## src/rtl/fp_addsub_pipe.sv

```systemverilog
// Pipelined IEEE-754 adder/subtractor with a parametrised format.
// Four register stages: unpack+align, add, normalise, round+pack.
// A single enable (en) advances every stage together; a stalled output
// freezes the whole pipe, so nothing in flight is lost. Subnormal inputs
// and results are flushed to signed zero.
module fp_addsub_pipe #(
    parameter int EXP_W = 8,
    parameter int MAN_W = 23
) (
    input  logic                       clk,
    input  logic                       rst_n,
    input  logic                       in_valid,
    output logic                       in_ready,
    input  logic [1+EXP_W+MAN_W-1:0]   a,
    input  logic [1+EXP_W+MAN_W-1:0]   b,
    input  logic                       op,
    output logic                       out_valid,
    input  logic                       out_ready,
    output logic [1+EXP_W+MAN_W-1:0]   result,
    output logic [3:0]                 flags
);

    localparam int W   = 1 + EXP_W + MAN_W;
    localparam int M   = MAN_W + 4;           // {hidden, frac, G, R, S}
    localparam int XW  = EXP_W + 2;           // signed working exponent
    localparam int LZW = $clog2(M + 1);

    localparam logic [EXP_W-1:0] EXP_ONES = {EXP_W{1'b1}};
    localparam logic [W-1:0]     QNAN     = {1'b0, {EXP_W{1'b1}}, 1'b1, {(MAN_W-1){1'b0}}};
    localparam logic [XW-1:0]    EXP_OVF  = XW'((1 << EXP_W) - 1);

    // Leading-zero count; the highest set bit wins because it is visited last.
    function automatic logic [LZW-1:0] lzc_f(input logic [M-1:0] x);
        lzc_f = LZW'(M);
        for (int i = 0; i < M; i++) begin
            if (x[i]) lzc_f = LZW'(M - 1 - i);
        end
    endfunction

    logic en;
    assign en       = !out_valid | out_ready;
    assign in_ready = en;

    // ---------------- Stage 1: unpack, special decode, align ----------------
    logic             sa, sb, a_nan, b_nan, a_inf, b_inf, a_zero, b_zero, a_ge_b;
    logic [EXP_W-1:0] ea, eb, e_big, e_sml;
    logic [MAN_W-1:0] fa, fb;
    logic [M-1:0]     m_big, m_sml, m_aligned, mask;
    logic [31:0]      diff;
    logic             spec1_d, s_big, s_sml;
    logic [W-1:0]     sword1_d;
    logic [3:0]       sflags1_d;

    assign sa = a[W-1];
    assign ea = a[W-2:MAN_W];
    assign fa = a[MAN_W-1:0];
    assign sb = b[W-1] ^ op;
    assign eb = b[W-2:MAN_W];
    assign fb = b[MAN_W-1:0];

    assign a_nan  = (ea == EXP_ONES) && (fa != '0);
    assign b_nan  = (eb == EXP_ONES) && (fb != '0);
    assign a_inf  = (ea == EXP_ONES) && (fa == '0);
    assign b_inf  = (eb == EXP_ONES) && (fb == '0);
    assign a_zero = (ea == '0);
    assign b_zero = (eb == '0);
    assign a_ge_b = {ea, fa} >= {eb, fb};

    // Decode specials into a bypass word that overrides the arithmetic path.
    always_comb begin
        // NOTE: every output of a combinational block gets a default first, so no latch can be inferred.
        spec1_d   = 1'b1;
        sword1_d  = '0;
        sflags1_d = 4'b0000;
        if (a_nan || b_nan) begin
            sword1_d  = QNAN;
            sflags1_d = 4'b1000;
        end else if (a_inf && b_inf && (sa != sb)) begin
            sword1_d  = QNAN;
            sflags1_d = 4'b1000;
        end else if (a_inf) begin
            sword1_d = {sa, EXP_ONES, {MAN_W{1'b0}}};
        end else if (b_inf) begin
            sword1_d = {sb, EXP_ONES, {MAN_W{1'b0}}};
        end else if (a_zero && b_zero) begin
            sword1_d = {sa & sb, {(W-1){1'b0}}};
        end else if (a_zero) begin
            sword1_d = {sb, eb, fb};
        end else if (b_zero) begin
            sword1_d = {sa, ea, fa};
        end else begin
            spec1_d = 1'b0;
        end
    end

    // Order operands by magnitude and shift the smaller one right with sticky.
    always_comb begin
        s_big     = a_ge_b ? sa : sb;
        s_sml     = a_ge_b ? sb : sa;
        e_big     = a_ge_b ? ea : eb;
        e_sml     = a_ge_b ? eb : ea;
        m_big     = a_ge_b ? {1'b1, fa, 3'b000} : {1'b1, fb, 3'b000};
        m_sml     = a_ge_b ? {1'b1, fb, 3'b000} : {1'b1, fa, 3'b000};
        diff      = 32'(e_big - e_sml);
        mask      = '0;
        m_aligned = {{(M-1){1'b0}}, 1'b1};
        if (diff < 32'(M)) begin
            mask      = ~({M{1'b1}} << diff);
            m_aligned = (m_sml >> diff) | {{(M-1){1'b0}}, |(m_sml & mask)};
        end
    end

    logic             v1_q, spec1_q, sign1_q, sub1_q;
    logic [W-1:0]     sword1_q;
    logic [3:0]       sflags1_q;
    logic [EXP_W-1:0] exp1_q;
    logic [M-1:0]     mbig1_q, msml1_q;

    // Stage 1 register.
    always_ff @(posedge clk or negedge rst_n) begin
        if (!rst_n) begin
            // NOTE: sequential state is assigned with <= so every register samples pre-edge values.
            v1_q      <= 1'b0;
            spec1_q   <= 1'b0;
            sword1_q  <= '0;
            sflags1_q <= '0;
            sign1_q   <= 1'b0;
            sub1_q    <= 1'b0;
            exp1_q    <= '0;
            mbig1_q   <= '0;
            msml1_q   <= '0;
        end else if (en) begin
            v1_q      <= in_valid;
            spec1_q   <= spec1_d;
            sword1_q  <= sword1_d;
            sflags1_q <= sflags1_d;
            sign1_q   <= s_big;
            sub1_q    <= s_big ^ s_sml;
            exp1_q    <= e_big;
            mbig1_q   <= m_big;
            msml1_q   <= m_aligned;
        end
    end

    // ---------------- Stage 2: add / subtract magnitudes ----------------
    logic [M:0] sum2_d;
    assign sum2_d = sub1_q ? ({1'b0, mbig1_q} - {1'b0, msml1_q})
                           : ({1'b0, mbig1_q} + {1'b0, msml1_q});

    logic             v2_q, spec2_q, sign2_q;
    logic [W-1:0]     sword2_q;
    logic [3:0]       sflags2_q;
    logic [EXP_W-1:0] exp2_q;
    logic [M:0]       sum2_q;

    // Stage 2 register; exact cancellation forces a positive zero.
    always_ff @(posedge clk or negedge rst_n) begin
        if (!rst_n) begin
            v2_q      <= 1'b0;
            spec2_q   <= 1'b0;
            sword2_q  <= '0;
            sflags2_q <= '0;
            sign2_q   <= 1'b0;
            exp2_q    <= '0;
            sum2_q    <= '0;
        end else if (en) begin
            v2_q      <= v1_q;
            spec2_q   <= spec1_q;
            sword2_q  <= sword1_q;
            sflags2_q <= sflags1_q;
            sign2_q   <= sign1_q & (sum2_d != '0);
            exp2_q    <= exp1_q;
            sum2_q    <= sum2_d;
        end
    end

    // ---------------- Stage 3: normalise ----------------
    logic [LZW-1:0] lzc;
    logic [M-2:0]   shl, frac3_d;
    logic [XW-1:0]  exp3_d;
    logic           zero3_d, uf3_d;

    assign lzc = lzc_f(sum2_q[M-1:0]);
    assign shl = sum2_q[M-2:0] << lzc;

    // Carry: shift right one with sticky. Else shift left by lzc; flush if the exponent underflows.
    always_comb begin
        frac3_d = shl;
        exp3_d  = {2'b00, exp2_q} - XW'(lzc);
        zero3_d = (sum2_q == '0);
        uf3_d   = 1'b0;
        if (sum2_q[M]) begin
            frac3_d = {sum2_q[M-1:2], sum2_q[1] | sum2_q[0]};
            exp3_d  = {2'b00, exp2_q} + XW'(1);
        end else if (!zero3_d && ($signed(exp3_d) < $signed(XW'(1)))) begin
            uf3_d   = 1'b1;
            zero3_d = 1'b1;
        end
    end

    logic             v3_q, spec3_q, sign3_q, zero3_q, uf3_q;
    logic [W-1:0]     sword3_q;
    logic [3:0]       sflags3_q;
    logic [XW-1:0]    exp3_q;
    logic [M-2:0]     frac3_q;

    // Stage 3 register; the hidden bit is implicit from here on.
    always_ff @(posedge clk or negedge rst_n) begin
        if (!rst_n) begin
            v3_q      <= 1'b0;
            spec3_q   <= 1'b0;
            sword3_q  <= '0;
            sflags3_q <= '0;
            sign3_q   <= 1'b0;
            zero3_q   <= 1'b0;
            uf3_q     <= 1'b0;
            exp3_q    <= '0;
            frac3_q   <= '0;
        end else if (en) begin
            v3_q      <= v2_q;
            spec3_q   <= spec2_q;
            sword3_q  <= sword2_q;
            sflags3_q <= sflags2_q;
            sign3_q   <= sign2_q;
            zero3_q   <= zero3_d;
            uf3_q     <= uf3_d;
            exp3_q    <= exp3_d;
            frac3_q   <= frac3_d;
        end
    end

    // ---------------- Stage 4: round to nearest even, pack ----------------
    logic             g, r, s, rnd_up, rcarry;
    logic [MAN_W-1:0] frac_r;
    logic [XW-1:0]    exp_r;
    logic [W-1:0]     result_d;
    logic [3:0]       flags_d;

    assign g      = frac3_q[2];
    assign r      = frac3_q[1];
    assign s      = frac3_q[0];
    assign rnd_up = g & (r | s | frac3_q[3]);
    assign {rcarry, frac_r} = {1'b0, frac3_q[M-2:3]} + (MAN_W+1)'(rnd_up);
    assign exp_r  = exp3_q + XW'(rcarry);

    // Select bypass, zero, overflow-to-Inf or the rounded normal result.
    always_comb begin
        result_d = {sign3_q, exp_r[EXP_W-1:0], frac_r};
        flags_d  = {3'b000, g | r | s};
        if (spec3_q) begin
            result_d = sword3_q;
            flags_d  = sflags3_q;
        end else if (zero3_q) begin
            result_d = {sign3_q, {(W-1){1'b0}}};
            flags_d  = {2'b00, uf3_q, 1'b0};
        end else if (exp_r >= EXP_OVF) begin
            result_d = {sign3_q, EXP_ONES, {MAN_W{1'b0}}};
            flags_d  = 4'b0101;
        end
    end

    logic         v4_q;
    logic [W-1:0] result_q;
    logic [3:0]   flags_q;

    // Output register.
    always_ff @(posedge clk or negedge rst_n) begin
        if (!rst_n) begin
            v4_q     <= 1'b0;
            result_q <= '0;
            flags_q  <= '0;
        end else if (en) begin
            v4_q     <= v3_q;
            result_q <= result_d;
            flags_q  <= flags_d;
        end
    end

    assign out_valid = v4_q;
    assign result    = result_q;
    assign flags     = flags_q;

endmodule

```

## config.mk

```make
export PLATFORM = sky130hd
export DESIGN_NAME = fp_addsub_pipe
export DESIGN_NICKNAME = d
export VERILOG_FILES = /design/src/rtl/fp_addsub_pipe.sv
export SDC_FILE = /design/constraint.sdc
export NUM_CORES = 1
export LEC_CHECK = 0
export CORE_ASPECT_RATIO = 1.1
export CORE_MARGIN = 1
export CORE_UTILIZATION = 33
export CTS_BUF_LIST = sky130_fd_sc_hd__clkbuf_4
export DETAILED_ROUTE_END_ITERATION = 10
export DONT_BUFFER_PORTS = 1
export GPL_TIMING_DRIVEN = 0
export PLACE_DENSITY_LB_ADDON = 0.2
export SYNTH_ARGS = -nofsm -noshare
export SYNTH_HDL_FRONTEND = slang
export SYNTH_SLANG_ARGS = --single-unit
export TNS_END_PERCENT = 100
```

## constraint.sdc

```tcl
create_clock -name clk -period 6.1 [get_ports clk]
set_input_delay 1.22 -clock clk [delete_from_list [all_inputs] [get_ports clk]]
set_output_delay 1.22 -clock clk [all_outputs]
set_load 0.05 [all_outputs]
```

==> run summary <==
status: complete, no violations
final wirelength: 76100 um
DRT iter0 DRCs: 1516
clock transition at the registers of the reported paths: 0.06 ns
CP endpoint kind: flop
leakage: 9.19 nW
Worst Skew: 0.0554 ns
Setup TNS Final: 0 ns
row count: 91
post-route cell area: 20700 sq um
# fillers: 5886
Mapped Area: 18800 sq um
fmax: 176 MHz
Gate Count Post-Synth: 2295
Register Area: 6980 sq um
initial antenna violation count: 4
RR Startpoint: sub1_q
worst vdd ir: 146 uV
first-pass GRT wire length: 113000 um
HP Class: input port to async pin
global route overflow: 0
clock sinks: 279
Setup Viol. Count Final: 0
Synth area leader: dfrtp_1
fin nets: 2510
Ys Warns: 0
most frequent cells in the layout: nand2_1, dfrtp_1, nor2_1
Psw: 5.41 mW
Final WS setup: 0.407 ns
clock power share: 16.1%
Worst Path Required: 6.75 ns
first-pass detailed-route iteration total: 6
placed cell areas: 19700 sq um
most used cell along the critical path: a21oi_1
worst slew pin tran: 1.20 ns
Int Pwr: 5.23 mW
post-layout util: 36.9%
# IOs: 107
largest net degree at the start of global routing: 280
Final Cycle Share: 93.3%
core area: 56100 sq um
die height: 252 um
dpl hpwl: 57600 um
unrepaired setup endpoints after global routing: false
PD cells: 513 nW/um^2
crit-path cells: clkbuf_1, buf_1, a21oi_1, xnor2_1, ha_1, a21o_1, a21oi_1, nor3b_1, or4b_1, a311oi_1, o41a_1, nor2b_1, and4_1, a2111oi_2, xor2_1, nor4b_2, a21oi_1
Max Buffers Root-to-Sink: 3
CTS buffer count: 76
Die Area: 57900 sq um
Clock Latency Late Sink: 0.83 ns
Fin. Hold Viols: 0
Synth top area share: 37.1%
Avg Inst Size Synth: 8.19 sq um
Post-synth EDFFs: 0
Worst path max stage delay: 0.57 ns
root buf cell: clkbuf_4
Slew Limit Fails: 0
most common flop cell mapped by yosys: dfrtp_1
H-tree depth: 3
Max-Cap Viols: 0
critical path launch point: sub1_q
placer congestion estimate: 0.962
synth top area cells: dfrtp_1, nand2_1, mux2i_1
commonest non-fill, non-tap cell in the layout: nand2_1
Critical Path Fanout Max: 10
CP Class: flop to flop
crit path launch type: flop
Seq cells post-synth: 279
post-CTS setup buffer count: 0
port buffer count: 0
DIE WIDTH: 230 um
vias in the first global route: 17700
Post-Synthesis Net Count: 2432
share of cells above drive strength 1: 8.10%
Sequential Power Share: 32.7%
Multi-input gate area: 11000 sq um
post-synth cell types: 93
Net Sw Frac: 50.8%
ANT nets after route: 0
worst relative slew slack: 19.6%
Via density: 5.72
CP max-delay cell: or4b_1
CTS tree: built
post-synthesis sequential area ratio: 37.1%
async set-reset flop share out of synthesis: 100%
Tmin final: 5.69 ns
P&R area growth vs syn: 10.3%
drt wl/cell: 23.9 um
Worst Path Arrival: 6.34 ns
Vias: 18200
Starting Density: 33.5%
dpl ws: 0.209 ns
# DRC: 0
combinational share of power: 51.1%
All-Layer GR Usage: 25.9%
## synth_stat cells, types with 20 or more instances
cell,n
nand2_1,472
dfrtp_1,279
a211oi_1,20
nor3_1,31
a21oi_1,139
mux2i_1,116
nand4_1,20
and3_1,24
xor2_1,32
xnor2_1,63
nand3_1,53
ha_1,67
a31oi_1,34
nor2_1,213
clkbuf_1,105
inv_1,68
nor4_1,23
o21ai_0,154
a221oi_1,29
a22oi_1,30
## critical path, delay by kind of cell (launching register included)
family	cells	cell delay (ns)
AND/OR/NAND/NOR	5	1.77
AO/OA/AOI/OAI	7	1.70
buffers and inverters	2	0.98
flip-flops	1	0.42
XOR/XNOR	2	0.35
adder cells (fa/ha/maj)	1	0.34
## final cells by class
cell class | count | share of cell area, %
clock buffer | 117 | 4.24
tap | 744 | 4.49
inverter | 71 | 1.28
multi-input combinational | 1809 | 53.1
buffer | 136 | 2.61
sequential | 279 | 33.7
antenna | 3 | 0.0362
clock inverter | 20 | 0.555
## logic make-up after synthesis
| kind of cell | Yosys count | share of synthesized area [%] |
|---|---|---|
| compound gates | 588 | 20.3 |
| xor+xnor | 95 | 4.43 |
| fa+ha+maj | 70 | 4.68 |
| buf+inv | 207 | 4.29 |
| flops | 279 | 37.1 |
| mux | 133 | 7.67 |
| simple gates | 923 | 21.5 |
## metal layers
| metal | global-route usage (%) | vias up | wire length [um] |
|---|---|---|---|
| li1 | - | 8401 | - |
| met1 | 32.4 | 8867 | 31700 |
| met2 | 43.1 | 743 | 36000 |
| met3 | 5.31 | 170 | 5350 |
| met4 | 11.4 | 4 | 2960 |
| met5 | 0 | - | 28 |
## repair_timing
item / in CTS / in global routing
hold buffers: 0 / 0
endpoints found under the setup margin: 0 / 1
gates resized for setup: 0 / 1
## final timing paths
kind / slack, ns / to / cells after the start
min in group clk: 0.45 / sword2_q[0] / 2
hold reg to reg: 0.45 / sword2_q[0] / 2
max in group asynchronous: 5.15 / frac3_q[21] / 0
setup reg to reg: 0.41 / sign2_q / 17
setup / recovery: 0.41 / sign2_q / 17
hold / removal: 0.17 / msml1_q[21] / 0
## power by group through the flow
stage | sequential [mW] | clock [mW] | combinational [mW]
2_1_floorplan | 3.21 | 0 | 3.80
3_3_place_gp | 3.49 | 0 | 5.33
3_5_place_dp | 3.50 | 0 | 5.35
4_1_cts | 3.47 | 1.77 | 5.37
5_1_grt | 3.54 | 1.87 | 5.93
6_report | 3.48 | 1.72 | 5.44
## metrics by stage
stage	hold slack (ns)	instances	power (mW)
2_1_floorplan	0.430	2295	7.00
3_3_place_gp	0.451	3039	8.83
3_5_place_dp	0.456	3039	8.85
4_1_cts	0.0496	3176	10.6
5_1_grt	0.101	3179	11.3
6_report	0.168	3179	10.6
## sequential cells by signal, indices dropped and copies added, names as in the netlist, 8 cells and up
signal	cells
msml1_q	27
result	32
exp1_q	8
frac3_q	26
sword3_q	32
sword2_q	32
exp2_q	8
sword1_q	32
mbig1_q	24
sum2_q	28
exp3_q	10
No activity file was read; power rests on OpenSTA's default activity.
==> RTL change (same flow settings) <==
Change the parameter `EXP_W` from 8 to 7.
--- a/src/rtl/fp_addsub_pipe.sv
+++ b/src/rtl/fp_addsub_pipe.sv
@@ -5,5 +5,5 @@
 // and results are flushed to signed zero.
 module fp_addsub_pipe #(
-    parameter int EXP_W = 8,
+    parameter int EXP_W = 7,
     parameter int MAN_W = 23
 ) (
Ports: changed (resized a, b and result); port bits go from 107 to 104. The function was not compared with the original's and may differ.
==> RTL change against the original RTL <==
  * Sequential cell count fell by 7
  * Largest power group unchanged
  * Final area rose by 0.71%
  * Area after synthesis up 1.1%
  * Highest routed layer is now met4
  * Final cell count increased by 2.9%
  * First-iteration DRC count increased by 3.2%
  * Routed wire length grew 4.7%
  * Power grew 3.3%
  * Count of clock-buffer cells in the layout fell by 11
  * Setup slack got worse by 0.084 ns
==> RTL change: results (changes against the original RTL) <==
[status]
status = finished, final reports clean  ; unchanged

[placement]
dp.cells = 3140  ; was 3039
dp_slack_ns = -0.575  ; was 0.209 ns
dp_hpwl_mm = 62.2  ; was 57.6 mm
place_congestion = 0.953  ; was 0.962

[setup_path]
cpMaxStageDelayCell = ha_1  ; was or4b_1
setup.worst_path.end = msml1_q[2]$_DFFE_PN0P_  ; was sign2_q$_DFFE_PN0P_
rr_startpoint = frac3_q[2]$_DFFE_PN0P_  ; was sub1_q$_DFFE_PN0P_
max_stage_delay_ns = 0.63  ; was 0.57 ns
timing.rr.end = result[13]$_DFFE_PN0P_  ; was sign2_q$_DFFE_PN0P_
crit_family = buffers and inverters  ; was simple AND/OR/NAND/NOR gates
startpoint = b[15]  ; was sub1_q$_DFFE_PN0P_
r2r_setup_slack_ns = 0.58  ; was 0.41 ns

[sta]
whs_ns = 0.148  ; was 0.168 ns
period_needed_ns = 5.78  ; was 5.69 ns

[logic_synthesis]
yosysSeqAreaShare = 0.358  ; was 0.371
syn_nets = 2530  ; was 2432
synth.area.top_cells = dfrtp_1 36%, nand2_1 9.4%, a21oi_1 5.3%  ; was dfrtp_1 37%, nand2_1 9.4%, mux2i_1 6.2%
ys_top_cells_by_count = 477 x nand2_1, 272 x dfrtp_1, 245 x nor2_1  ; was 472 x nand2_1, 279 x dfrtp_1, 213 x nor2_1
synth_warnings = 0  ; unchanged
synth_xor_area_frac = 0.0429  ; was 0.0443
yosysTopAreaCellShare = 0.358  ; was 0.371
synth-adder-area-share = 0.0456  ; was 0.0468
synth_mux_area_frac = 0.0450  ; was 0.0767
syn_inst = 2396  ; was 2295
ys_types = 101  ; was 93

[detailed_routing]
dr.max_layer_used = met4  ; was met5
drtPass1Iterations = 5  ; was 6
wl_met1_mm = 33.3  ; was 31.7 mm
drt-wirelength-per-cell_microns = 24.4  ; was 23.9 microns
route.met3.wl_mm = 5.08  ; was 5.35 mm
via_per_inst = 5.82  ; was 5.72
wl_met2_mm = 37.5  ; was 36.0 mm

[global_routing]
grt_util_met2 = 0.448  ; was 0.431
track_usage = 0.272  ; was 0.259
grt_pass1_wl_mm = 119  ; was 113 mm
grtUsageMet1 = 0.343  ; was 0.324
grt_max_degree = 273  ; was 280
grt_antenna_before_repair = 5  ; was 4

[power_and_ir_drop]
power_leakage_nw = 9.14  ; was 9.19 nW
p_seq_mw = 3.35  ; was 3.48 mW
switching_power_mw = 5.76  ; was 5.41 mW
p_clk_frac = 0.152  ; was 0.161
worst_ir_drop_vdd_v = 0.000165  ; was 0.000146 V
power.share.switching = 0.524  ; was 0.508

[layout]
final_cells = 3272  ; was 3179
design_area_sq_um = 20900  ; was 20700 sq um
fin_nets = 2607  ; was 2510
drive_gt1_frac = 0.0778  ; was 0.0810

[cts]
htreeDepth = 3  ; unchanged

[RTL change: changes by cell type after synthesis, sizes merged, moves of 14 or more]
cell / unedited run / this run
nor2: 215 / 246
nor3: 31 / 69
nand3: 53 / 37
mux2i: 116 / 44
a211oi: 23 / 42
a31oi: 34 / 20
a21oi: 139 / 207
[RTL change: final cells by class]
| class | instances | share of cell area |
|---|---|---|
| multi-input cells | 1894 | 0.540 |
| flip-flops and latches | 272 | 0.326 |
| well taps | 744 | 0.0446 |
| clock buffers | 106 | 0.0381 |
| plain buffers | 145 | 0.0285 |
| inverters | 84 | 0.0151 |
| clock inverters | 18 | 0.00653 |
| diodes | 8 | 0.000958 |
| repair buffers | 1 | 0.000240 |
[RTL change: kinds of logic after synthesis]
family                     Yosys count
buffers and inverters              230
AOI/OAI and AO/OA                  690
xor gates and xnor gates            90
adders and majority gates           69
muxes                               65
and+or+nand+nor                    980
DFF                                272
